<file path="src/rtl/alu_arbiter.sv">
// alu_arbiter: shares one integer ALU between two requesters.
//   req0 = execute stage, req1 = address/CSR helper.
//   The block arbitrates between the two requesters and latches the winner's operands.
//   It drives the ALU, waits out multi-cycle serial shifts and returns the result.
//   Each result goes back to the winner over its own valid/ready response channel.
//
// Parameters:
//   PRIO_FIXED  0 = round-robin when both request, 1 = req0 always wins
//   PERF_W      width of the performance counters
//
// Ports:
//   i_clk_n, i_rst                     clock (posedge), synchronous active-high reset
//   i_reqN_valid / o_reqN_ready        request handshake (N = 0, 1)
//   i_reqN_a/_b/_funct3/_funct7/_imm   request operands
//   o_rspN_valid / i_rspN_ready        response handshake
//   o_rsp_data                         result, shared by both response channels
//   o_alu_a/_b/_funct3/_funct7/_imm    latched ALU operands
//   o_alu_en                           ALU enable
//   i_alu_busy, i_alu_out              ALU shift-in-progress flag and result
//   o_perf_ops0/1, o_perf_stall        per-requester accept count, WAIT cycle count
//
// Optional feature: define ALU_PERF_CNT_EN to build the performance counters;
// otherwise the counter ports are tied to zero.

module alu_arbiter #(
  parameter int unsigned PRIO_FIXED = 0,
  parameter int unsigned PERF_W     = 32
) (
  input  logic              i_clk_n,
  input  logic              i_rst,
  input  logic              i_req0_valid,
  output logic              o_req0_ready,
  input  logic [31:0]       i_req0_a,
  input  logic [31:0]       i_req0_b,
  input  logic [2:0]        i_req0_funct3,
  input  logic [6:0]        i_req0_funct7,
  input  logic              i_req0_imm,
  input  logic              i_req1_valid,
  output logic              o_req1_ready,
  input  logic [31:0]       i_req1_a,
  input  logic [31:0]       i_req1_b,
  input  logic [2:0]        i_req1_funct3,
  input  logic [6:0]        i_req1_funct7,
  input  logic              i_req1_imm,
  output logic              o_rsp0_valid,
  input  logic              i_rsp0_ready,
  output logic              o_rsp1_valid,
  input  logic              i_rsp1_ready,
  output logic [31:0]       o_rsp_data,
  output logic [31:0]       o_alu_a,
  output logic [31:0]       o_alu_b,
  output logic [2:0]        o_alu_funct3,
  output logic [6:0]        o_alu_funct7,
  output logic              o_alu_imm,
  output logic              o_alu_en,
  input  logic              i_alu_busy,
  input  logic [31:0]       i_alu_out,
  output logic [PERF_W-1:0] o_perf_ops0,
  output logic [PERF_W-1:0] o_perf_ops1,
  output logic [PERF_W-1:0] o_perf_stall
);

  typedef enum logic [1:0] {StIdle, StIssue, StWait, StResp} state_e;

  state_e      state_q, state_d;
  logic        id_q, id_d;           // requester owning the in-flight op
  logic        rr_last_q, rr_last_d; // requester granted last
  logic [31:0] result_q, result_d;
  logic [31:0] a_q, b_q;
  logic [2:0]  f3_q;
  logic [6:0]  f7_q;
  logic        imm_q;

  logic        grant0, grant1;
  logic        is_shift;
  logic        rsp_ready_sel;

  // Grants happen only in IDLE once any leftover shift has drained. Reset gates
  // ready so that a request is never acknowledged in a cycle whose state is discarded.
  always_comb begin
    grant0 = 1'b0;
    grant1 = 1'b0;
    if (state_q == StIdle && !i_alu_busy && !i_rst) begin
      if (i_req0_valid && i_req1_valid) begin
        if (PRIO_FIXED != 0 || rr_last_q) grant0 = 1'b1;
        else                              grant1 = 1'b1;
      end else begin
        grant0 = i_req0_valid;
        grant1 = i_req1_valid;
      end
    end
  end

  assign is_shift      = (f3_q == 3'b001) || (f3_q == 3'b101);
  assign rsp_ready_sel = id_q ? i_rsp1_ready : i_rsp0_ready;

  always_comb begin
    state_d   = state_q;
    id_d      = id_q;
    rr_last_d = rr_last_q;
    result_d  = result_q;
    unique case (state_q)
      StIdle: begin
        if (grant0 || grant1) begin
          state_d   = StIssue;
          id_d      = grant1;
          rr_last_d = grant1;
        end
      end
      StIssue: begin
        if (is_shift) begin
          state_d = StWait;
        end else begin
          result_d = i_alu_out;
          state_d  = StResp;
        end
      end
      StWait: begin
        if (!i_alu_busy) begin
          result_d = i_alu_out;
          state_d  = StResp;
        end
      end
      StResp: begin
        if (rsp_ready_sel) state_d = StIdle;
      end
      default: state_d = StIdle;
    endcase
  end

  always_ff @(posedge i_clk_n) begin
    if (i_rst) begin
      state_q   <= StIdle;
      id_q      <= 1'b0;
      rr_last_q <= 1'b1;
      result_q  <= '0;
      a_q       <= '0;
      b_q       <= '0;
      f3_q      <= '0;
      f7_q      <= '0;
      imm_q     <= 1'b0;
    end else begin
      state_q   <= state_d;
      id_q      <= id_d;
      rr_last_q <= rr_last_d;
      result_q  <= result_d;
      if (grant0 || grant1) begin
        a_q   <= grant1 ? i_req1_a      : i_req0_a;
        b_q   <= grant1 ? i_req1_b      : i_req0_b;
        f3_q  <= grant1 ? i_req1_funct3 : i_req0_funct3;
        f7_q  <= grant1 ? i_req1_funct7 : i_req0_funct7;
        imm_q <= grant1 ? i_req1_imm    : i_req0_imm;
      end
    end
  end

  assign o_req0_ready = grant0;
  assign o_req1_ready = grant1;
  assign o_rsp0_valid = (state_q == StResp) && !id_q;
  assign o_rsp1_valid = (state_q == StResp) && id_q;
  assign o_rsp_data   = result_q;
  assign o_alu_a      = a_q;
  assign o_alu_b      = b_q;
  assign o_alu_funct3 = f3_q;
  assign o_alu_funct7 = f7_q;
  assign o_alu_imm    = imm_q;
  assign o_alu_en     = (state_q == StIssue) || (state_q == StWait);

`ifdef ALU_PERF_CNT_EN
  logic [PERF_W-1:0] ops0_q, ops1_q, stall_q;

  always_ff @(posedge i_clk_n) begin
    if (i_rst) begin
      ops0_q  <= '0;
      ops1_q  <= '0;
      stall_q <= '0;
    end else begin
      if (grant0)             ops0_q  <= ops0_q + 1'b1;
      if (grant1)             ops1_q  <= ops1_q + 1'b1;
      if (state_q == StWait)  stall_q <= stall_q + 1'b1;
    end
  end

  assign o_perf_ops0  = ops0_q;
  assign o_perf_ops1  = ops1_q;
  assign o_perf_stall = stall_q;
`else
  assign o_perf_ops0  = '0;
  assign o_perf_ops1  = '0;
  assign o_perf_stall = '0;
`endif

endmodule
</file>
<file path="config.mk">
export PLATFORM = sky130hd
export DESIGN_NAME = alu_arbiter
export DESIGN_NICKNAME = d
export VERILOG_FILES = /design/src/rtl/alu_arbiter.sv
export SDC_FILE = /design/constraint.sdc
export NUM_CORES = 1
export LEC_CHECK = 0
export CORE_AREA = 5 5 150 152
export DETAILED_ROUTE_END_ITERATION = 12
export DIE_AREA = 0 0 155 157
export SLEW_MARGIN = 30
export SYNTH_ARGS = -nofsm -noshare
export SYNTH_HDL_FRONTEND = slang
export SYNTH_SLANG_ARGS = --single-unit
</file>
<file path="constraint.sdc">
create_clock -name i_clk_n -period 4 [get_ports i_clk_n]
set_input_delay 1.2 -clock i_clk_n [delete_from_list [all_inputs] [get_ports i_clk_n]]
set_output_delay 1.2 -clock i_clk_n [all_outputs]
set_load 0.02 [all_outputs]
</file>
==> impl_metrics.toml <==
[global_routing]
grt_first_pass_wirelength_um = 27800
first_global_vias = 5024
grtUsageTotal_pct = 14.3
grt_max_degree = 78
antenna_found_initial = 0
grt.overflow.total = 0

[finish]
fin_nets = 1154
mostFrequentLayoutCells = "297 x clkdlybuf4s50_1, 216 x nand2_1, 111 x dfxtp_1, 96 x conb_1, 76 x nor2_1"
layout_commonest_cell = "clkdlybuf4s50_1"
fillCellCount = 2158
syn2layout_area_growth_pct = 57.2
drive_gt1_share_pct = 5.28
n_antenna_cell = 0
fin_cells = 1240

[power]
power_density_nw_per_um2 = 495
p_leak_nw = 3.28
fin_total_pwr_mw = 4.28
vdd_drop_max_mv = 0.251

[route]
first_pass_iters = 4
drt-initial-drc-count = 181
postRouteAntennaNets = 0
wl_per_cell_um = 15.1
vias = 5240
routed_wl_um = 18700
viasPerCell = 4.23
drc = 0

[sta]
holdWs_ns = 0.454
rsz0062_at_grt = "false"
period_share_pct = 94.4
min_period_ns = 3.77
worst_slew_pin_slew_ns = 0.898
slew_headroom_pct = 40.2
drv_slew = 0
setup_viol = 0
fin_worst_skew_ns = 0.0105
setup_tns_ns = 0
hold_violations = 0
fmax_mhz = 265

[clock_tree]
clock_latency_ns = 0.35
ctsLongestPathBuffers = 2
cts_tree = "done"
clk_pin_slew_ns = 0.08
htreeDepth = 3
cts_sinks = 111
root_buffer = "clkbuf_16"
cts_buffers = 9
cts_setup_buffers = 0

[logic_synthesis]
synth_xor_xnor_area_share_pct = 0
synth_compound_gate_area_share_pct = 18.7
synth-simple-area-share_pct = 21.5
syn_area_um2 = 5510
async_flop_share_pct = 0
ys_seq_area_share_pct = 40.3
synth_enable_flop_cells = 0
synth.avg_cell_area_um2 = 7.97
ys_ff_latch = 111
synth_ff_type = "dfxtp_1"
synth.mux.area_fraction_pct = 0.363
ys_types = 31
synthAdderAreaFrac_pct = 1.14
ys_warn_count = 0
synth_cells = 691
synth_top_family_by_area = "simple AND/OR/NAND/NOR gates"

[placement]
io_buffers = 300
place_inst = 1224
gp_congestion = 0.786
dp_hpwl_um = 13700

[outcome]
outcome = "finished clean"

[die]
ios = 397
die_w_um = 155
rows = 53
die_area_um2 = 24300
initial_core_util_pct = 26.4
core_area_um2 = 20900
die_y_um = 157

[setup_path]
crit_arrival_ns = 2.57
crit_fanout = 3
critPathCaptureType = "output pin"
critPathKind = "in -> out"
r2r_slack_ns = 1.61
cp.required_ns = 2.80
start_kind = "primary input"

[flow_run]
drv_cap = 0

[min_path]
hold_class = "reg -> reg"
==> power by group <==
group / switching [mW] / leakage, nW / internal (mW)
Combinational: 1.06 / 2.22 / 0.832
Sequential: 0.115 / 0.909 / 1.33
Clock: 0.433 / 0.152 / 0.511
Total: 1.61 / 3.28 / 2.68
==> metrics by stage <==
stage          cell area, um^2  setup WS, ns  utilization [%]
4_1_cts                   8660       0.00348             41.4
2_1_floorplan             5860         0.816                -
5_1_grt                   8660         0.144             41.5
6_report                  8660         0.225             41.5
3_3_place_gp              8350       -0.0888             40.0
3_5_place_dp              8350       -0.0811             40.0
==> synthesized netlist by cell type (2+ instances only) <==
library cell / count / area share, %
buf_2: 20 / 1.8
ha_1: 5 / 1.1
buf_4: 100 / 14
a21oi_1: 34 / 3.1
nor2_1: 76 / 5.2
nor2b_1: 2 / 0.23
dfxtp_1: 111 / 40
buf_6: 3 / 0.61
clkbuf_1: 24 / 1.6
inv_1: 2 / 0.14
a311oi_1: 56 / 8.9
nand2_1: 216 / 15
mux2i_1: 2 / 0.36
nand2b_1: 4 / 0.45
a311oi_2: 20 / 5.5
==> flip-flops by register name, summed over array words and instances, names as in the netlist <==
name          count
o_alu_funct7      7
o_alu_funct3      3
o_alu_imm         1
o_alu_a          32
state_q           2
id_q              1
rr_last_q         1
o_alu_b          32
o_rsp_data       32
==> kinds of logic (layout without fill, tap and decap cells) <==
| kind of cell | count (synthesis) | after routing |
|---|---|---|
| and+or+nand+nor | 303 | 303 |
| buffers and inverters | 151 | 330 |
| AOI/OAI and AO/OA | 118 | 118 |
| DFF | 111 | 111 |
| adders and majority gates | 5 | 5 |
| muxes | 2 | 2 |
| other | 1 | 96 |
==> area by class of cell <==
type	instances	area [um^2]	area share, %
Clock inverter	5	63.8	0.737
Timing Repair Buffer	311	3110	35.9
Inverter	3	11.3	0.130
Multi-Input combinational cell	524	2670	30.8
Tap cell	275	344	3.97
Clock buffer	11	243	2.80
Sequential cell	111	2220	25.7
==> worst paths after layout <==
kind | to | cells after the start | start
hold / removal | o_rsp_data[14] | 2 | o_rsp_data[14]
setup reg to reg | o_alu_b[14] | 8 | state_q[0]
hold reg to reg | o_rsp_data[14] | 2 | o_rsp_data[14]
setup / recovery | o_req0_ready | 4 | i_alu_busy
==> metal layers <==
| layer | GRT usage, % | share of wire (%) |
|---|---|---|
| met2 | 24.5 | 48 |
| met4 | 2.86 | 0.87 |
| met5 | 0 | 0 |
| met1 | 17.4 | 42 |
| met3 | 4.92 | 9.0 |
==> critical path: stages <==
cell and delay (ns):
clkdlybuf4s50_1 0.51, nor3b_4 0.31, and3_1 0.22, dlygate4sd2_1 0.34
==> repair_timing <==
| item | CTS | global route |
|---|---|---|
| hold buffers | 0 | 0 |
| pin swaps | 1 | 1 |
| endpoints found under the setup margin | 2 | 1 |
| resized for setup | 1 | 1 |
Note: power is estimated with default switching activity, not from simulation.
